==> config.mk <==
export PLATFORM = sky130hd
export DESIGN_NAME = fetch_queue_flat
export DESIGN_NICKNAME = d
export VERILOG_FILES = /design/src/rtl/fetch_queue_if.sv /design/src/rtl/fetch_queue.sv /design/src/flat_wrapper.sv
export SDC_FILE = /design/constraint.sdc
export NUM_CORES = 1
export LEC_CHECK = 0
export CELL_PAD_IN_SITES_DETAIL_PLACEMENT = 0
export CELL_PAD_IN_SITES_GLOBAL_PLACEMENT = 1
export CORE_MARGIN = 3
export CORE_UTILIZATION = 50
export CTS_CLUSTER_SIZE = 12
export DETAILED_ROUTE_END_ITERATION = 12
export MAX_ROUTING_LAYER = met4
export PLACE_DENSITY_LB_ADDON = 0.1
export SLEW_MARGIN = 30
export SYNTH_ARGS = -nofsm -noshare
export SYNTH_HDL_FRONTEND = slang
export SYNTH_SLANG_ARGS = --single-unit
==> constraint.sdc <==
create_clock -name CLK -period 5.1 [get_ports CLK]
set_input_delay 1.02 -clock CLK [delete_from_list [all_inputs] [get_ports CLK]]
set_output_delay 1.02 -clock CLK [all_outputs]
set_load 0.02 [all_outputs]
==> src/rtl/fetch_queue_if.sv <==
// Fetch-stage bus bundle: instruction memory port, redirect input and
// decoder-side valid/ready handshake. master = fetch_queue, slave = its environment.
interface fetch_queue_if #(
   parameter int ADDR_W = 12,
   parameter int DATA_W = 16,
   parameter int DEPTH  = 4
);
   localparam int CNT_W = $clog2(DEPTH) + 1;

   logic [ADDR_W-1:0] imem_addr;
   logic              imem_req;
   logic [DATA_W-1:0] imem_data;
   logic              redirect;
   logic [ADDR_W-1:0] redirect_pc;
   logic              dec_ready;
   logic              instr_valid;
   logic [DATA_W-1:0] instr;
   logic [ADDR_W-1:0] instr_pc;
   logic [CNT_W-1:0]  q_count;

   modport master (
      output imem_addr, imem_req,
      input  imem_data,
      input  redirect, redirect_pc,
      input  dec_ready,
      output instr_valid, instr, instr_pc, q_count
   );

   modport slave (
      input  imem_addr, imem_req,
      output imem_data,
      output redirect, redirect_pc,
      output dec_ready,
      input  instr_valid, instr, instr_pc, q_count
   );
endinterface

==> src/rtl/fetch_queue.sv <==
// Instruction fetch queue: owns the fetch PC, issues reads to a 1-cycle-latency
// instruction memory, buffers {word, pc} pairs in a small FIFO and hands them to
// decode over valid/ready. A redirect flushes everything and restarts fetch.
module fetch_queue #(
   parameter int ADDR_W = 12,
   parameter int DATA_W = 16,
   parameter int DEPTH  = 4
) (
   input  logic          CLK,
   input  logic          RST,
   fetch_queue_if.master bus
);
   localparam int PTR_W = $clog2(DEPTH);
   localparam int CNT_W = PTR_W + 1;

   logic [ADDR_W-1:0] fetch_pc_reg;
   logic              pending_reg;
   logic [ADDR_W-1:0] pend_pc_reg;
   logic [PTR_W-1:0]  head_reg;
   logic [PTR_W-1:0]  tail_reg;
   logic [CNT_W-1:0]  count_reg;
   logic [DATA_W-1:0] instr_reg;
   logic [ADDR_W-1:0] instr_pc_reg;

   logic [DATA_W-1:0] mem_data [DEPTH];
   logic [ADDR_W-1:0] mem_pc   [DEPTH];

   logic [CNT_W:0]    credit_used;
   logic              issue;
   logic              push;
   logic              pop;
   logic [PTR_W-1:0]  head_inc;

   // An in-flight read already owns a FIFO slot, so occupancy plus pending is the
   // credit in use; a pop in this cycle does not return credit until the next one.
   assign credit_used = {1'b0, count_reg} + {{CNT_W{1'b0}}, pending_reg};
   assign issue       = !RST && !bus.redirect && (credit_used < (CNT_W+1)'(DEPTH));
   assign push        = pending_reg && !bus.redirect;
   assign pop         = (count_reg != '0) && bus.dec_ready && !bus.redirect;
   assign head_inc    = head_reg + 1'b1;

   assign bus.imem_addr   = fetch_pc_reg;
   assign bus.imem_req    = issue;
   assign bus.instr_valid = (count_reg != '0);
   assign bus.instr       = instr_reg;
   assign bus.instr_pc    = instr_pc_reg;
   assign bus.q_count     = count_reg;

   // FIFO storage: write the returning memory word with its PC at the tail.
   always_ff @(posedge CLK) begin
      if (push) begin
         mem_data[tail_reg] <= bus.imem_data;
         mem_pc[tail_reg]   <= pend_pc_reg;
      end
   end

   // Fetch PC, in-flight tracking, FIFO pointers and the registered head view.
   always_ff @(posedge CLK) begin
      if (RST) begin
         fetch_pc_reg <= '0;
         pending_reg  <= 1'b0;
         pend_pc_reg  <= '0;
         head_reg     <= '0;
         tail_reg     <= '0;
         count_reg    <= '0;
         instr_reg    <= '0;
         instr_pc_reg <= '0;
      end else if (bus.redirect) begin
         // Drop the queue and the in-flight word; head view keeps its last value.
         fetch_pc_reg <= bus.redirect_pc;
         pending_reg  <= 1'b0;
         head_reg     <= '0;
         tail_reg     <= '0;
         count_reg    <= '0;
      end else begin
         if (issue) begin
            pending_reg  <= 1'b1;
            pend_pc_reg  <= fetch_pc_reg;
            fetch_pc_reg <= fetch_pc_reg + 1'b1;
         end else begin
            pending_reg  <= 1'b0;
         end

         if (push) begin
            tail_reg <= tail_reg + 1'b1;
         end
         if (pop) begin
            head_reg <= head_inc;
         end

         case ({push, pop})
            2'b10:   count_reg <= count_reg + 1'b1;
            2'b01:   count_reg <= count_reg - 1'b1;
            default: count_reg <= count_reg;
         endcase

         // Head view follows the entry that will be at the head after this edge;
         // when the queue drains it simply holds.
         if (pop) begin
            if (count_reg > CNT_W'(1)) begin
               instr_reg    <= mem_data[head_inc];
               instr_pc_reg <= mem_pc[head_inc];
            end else if (push) begin
               instr_reg    <= bus.imem_data;
               instr_pc_reg <= pend_pc_reg;
            end
         end else if (push && (count_reg == '0)) begin
            instr_reg    <= bus.imem_data;
            instr_pc_reg <= pend_pc_reg;
         end
      end
   end
endmodule
==> src/flat_wrapper.sv <==
// flat-port wrapper written by rule: the top's interface ports become plain ports
module fetch_queue_flat 
#(
   parameter int ADDR_W = 12,
   parameter int DATA_W = 16,
   parameter int DEPTH  = 4
)
  (CLK, RST, bus_imem_addr, bus_imem_req, bus_imem_data, bus_redirect, bus_redirect_pc, bus_dec_ready, bus_instr_valid, bus_instr, bus_instr_pc, bus_q_count);
  fetch_queue_if #(.ADDR_W(ADDR_W), .DATA_W(DATA_W), .DEPTH(DEPTH)) bus_i ();
  input  logic CLK;
  input  logic RST;
  output wire logic [$bits(bus_i.imem_addr)-1:0] bus_imem_addr;
  output wire logic [$bits(bus_i.imem_req)-1:0] bus_imem_req;
  input wire logic [$bits(bus_i.imem_data)-1:0] bus_imem_data;
  input wire logic [$bits(bus_i.redirect)-1:0] bus_redirect;
  input wire logic [$bits(bus_i.redirect_pc)-1:0] bus_redirect_pc;
  input wire logic [$bits(bus_i.dec_ready)-1:0] bus_dec_ready;
  output wire logic [$bits(bus_i.instr_valid)-1:0] bus_instr_valid;
  output wire logic [$bits(bus_i.instr)-1:0] bus_instr;
  output wire logic [$bits(bus_i.instr_pc)-1:0] bus_instr_pc;
  output wire logic [$bits(bus_i.q_count)-1:0] bus_q_count;
  assign bus_imem_addr = bus_i.imem_addr;
  assign bus_imem_req = bus_i.imem_req;
  assign bus_i.imem_data = bus_imem_data;
  assign bus_i.redirect = bus_redirect;
  assign bus_i.redirect_pc = bus_redirect_pc;
  assign bus_i.dec_ready = bus_dec_ready;
  assign bus_instr_valid = bus_i.instr_valid;
  assign bus_instr = bus_i.instr;
  assign bus_instr_pc = bus_i.instr_pc;
  assign bus_q_count = bus_i.q_count;
  fetch_queue #(.ADDR_W(ADDR_W), .DATA_W(DATA_W), .DEPTH(DEPTH)) u_core (.CLK(CLK), .RST(RST), .bus(bus_i));
endmodule
==> flow_metrics.env <==
export IMPL_clk_latency_ps=420
export IMPL_setup_viol=0
export IMPL_instances_no_fill=737
export IMPL_synth_seq_cells=172
export IMPL_highest_layer="met4"
export IMPL_dieArea_um2=15370
export IMPL_die_w_um=124.0
export IMPL_layout_nets=590
export IMPL_maxSlewViolCount=0
export IMPL_hp_class="reg2reg"
export IMPL_grt_pass1_wl_um=23170
export IMPL_grt_max_degree=54
export IMPL_critPathMaxFanout=21
export IMPL_crit_arrival_ps=3270
export IMPL_rows=42
export IMPL_dr_pass1_iters=4
export IMPL_synth_top_cell_area_share=0.4832
export IMPL_synth_area_um2=6960
export IMPL_dp_cells=705
export IMPL_place_ws_ps=823.1
export IMPL_setup_slack_ps=808.5
export IMPL_die_y_um=124.0
export IMPL_holdWs_ps=509.5
export IMPL_core_um2=13450
export IMPL_synth_nets=515
export IMPL_path_clk_slew_ps=60
export IMPL_vdd_drop_max_mv=0.2231
export IMPL_finClkSkew_ps=7.630
export IMPL_p_per_area_nw_per_um2=370.6
export IMPL_io_buffer_count=76
export IMPL_slew_headroom=0.4777
export IMPL_required_ps=4080
export IMPL_dp_hpwl_um=8593
export IMPL_wl_met1_um=6365
export IMPL_crit_path_end_kind="primary output"
export IMPL_postCtsSetupBuffers=0
export IMPL_cts_max_level=4
export IMPL_wl_met3_um=808
export IMPL_yosysWarnings=0
export IMPL_root_buffer="clkbuf_16"
export IMPL_grt_pass1_vias=4353
export IMPL_rsz0062_at_grt="no"
export IMPL_grt_usage=0.2105
export IMPL_synth_flop_cell="edfxtp_1"
export IMPL_synth_seq_area_share=0.6558
export IMPL_yosysTopAreaCell="edfxtp_1"
export IMPL_post_route_drc_count=0
export IMPL_power_leakage_nw=3.023
export IMPL_io_pins=77
export IMPL_holdBufCountCts=0
export IMPL_postRouteAntennaNets=0
export IMPL_syn_to_final_growth_pct=22.34
export IMPL_drt_wl_total_um=14410
export IMPL_via_count=4194
export IMPL_synth_edff_count=112
export IMPL_cts_resized=0
export IMPL_synth_distinct_cells=46
export IMPL_crit_path_start_kind="primary input"
export IMPL_finalSetupTns_ps=0
export IMPL_wl_per_cell_um=19.56
export IMPL_largest_reg_flops=64
export IMPL_mostFrequentLayoutCells="112 x edfxtp_1, 75 x clkdlybuf4s50_1, 59 x dfxtp_1"
export IMPL_worst_slew_pin_slew_ps=783.4
export IMPL_fmax_mhz=233.0
export IMPL_outcome="finished clean"
export IMPL_grt_antenna_before_repair=0
export IMPL_cts_path_max_buffers=2
export IMPL_drt_iter0_drc=298
export IMPL_finalCritPeriodShare=0.8415
export IMPL_final_common_cell="edfxtp_1"
export IMPL_clock_sinks=172
export IMPL_gp_routability_congestion=0.8517
export IMPL_synth_area_top_cells="edfxtp_1 48%, dfxtp_1 17%, mux4_2 9.1%, mux2i_1 4.3%, a21oi_1 3.5%"
export IMPL_cts_buffers=17
export IMPL_finalHoldViolations=0
export IMPL_start_util=0.5174
export IMPL_avgSynthCellArea_um2=14.72
export IMPL_drive_gt1_frac=0.1462
export IMPL_fin_crit_ps=4292
export IMPL_cts_tree="done"
export IMPL_maxCapViolCount=0
export IMPL_antenna_cells=0
export IMPL_overflow=0
export IMPL_vias_per_cell=5.691
export IMPL_critPathKind="in2out"
export IMPL_ys_async_sr_fraction=0
export IMPL_netlist_instances=473
export IMPL_dr_wl_met2_um=7113
-- area by class of cell --
type | count | area, um^2
multi-input combinational | 257 | 2181
inverter | 12 | 45.04
clock inverter | 11 | 186.4
tap | 176 | 220.2
timing repair buffer | 88 | 845.8
sequential | 172 | 4566
clock buffer | 21 | 471.7
fill | 1035 | 4937
-- synthesized netlist by cell type, types with 4 or more instances --
cell type,n
and2_1,6
nor2_1,8
a31oi_1,6
a21oi_1,48
inv_1,10
or3_1,4
mux2i_1,30
buf_2,6
o21ai_0,5
nand2_1,37
ha_1,10
a211oi_1,31
buf_6,4
clkbuf_1,19
dfxtp_1,60
edfxtp_1,112
xor2_1,4
mux4_2,28
-- metal layers --
| metal | vias to the layer above | track usage |
|---|---|---|
| met5 | - | - |
| met4 | 0 | 0.07187 |
| met3 | 10 | 0.04042 |
| met2 | 123 | 0.3312 |
| met1 | 2084 | 0.2785 |
| li1 | 1977 | - |
-- logic make-up (layout without fill, tap and decap cells) --
logic type,after synthesis,after routing,share of synthesized area
muxes,58,58,0.1337
and+or+nand+nor,78,78,0.05591
buffers and inverters,44,132,0.03344
adders and majority gates,10,10,0.01798
xor gates and xnor gates,5,5,0.006291
AOI/OAI and AO/OA,106,106,0.09689
DFF,172,172,0.6558
-- worst paths after layout --
| kind | from | endpoint | slack, ps | depth (start not counted) |
|---|---|---|---|---|
| min reg2reg | u_core.bus.imem_addr[11] | u_core.pend_pc_reg[11] | 510 | 2 |
| max | bus_redirect | bus_imem_req | 810 | 5 |
| max reg2reg | u_core.bus.q_count[1] | u_core.bus.instr[2] | 2440 | 8 |
| min | u_core.bus.imem_addr[11] | u_core.pend_pc_reg[11] | 510 | 2 |
-- critical path, stage by stage --
cell	delay, ps
clkdlybuf4s50_1	420
or3_1	490
or2_4	370
clkinv_1	290
clkdlybuf4s50_1	680
-- through the flow --
stage	total power, mW	util	cell area, um^2
final	3.156	0.6330	8516
after global routing	3.259	0.6330	8516
after CTS	3.184	0.6330	8516
after detailed placement	1.777	0.5841	7858
after global placement	1.772	0.5841	7858
after floorplan	1.673	-	6960
-- power breakdown --
group	switching, mW	leakage (nW)	total, mW	internal (mW)
clock	0.500	0.322	1.41	0.910
sequential	0.0261	1.57	1.54	1.51
combinational	0.114	1.13	0.208	0.0939
total	0.640	3.02	3.16	2.52
Power figures use the tool's default switching activity.
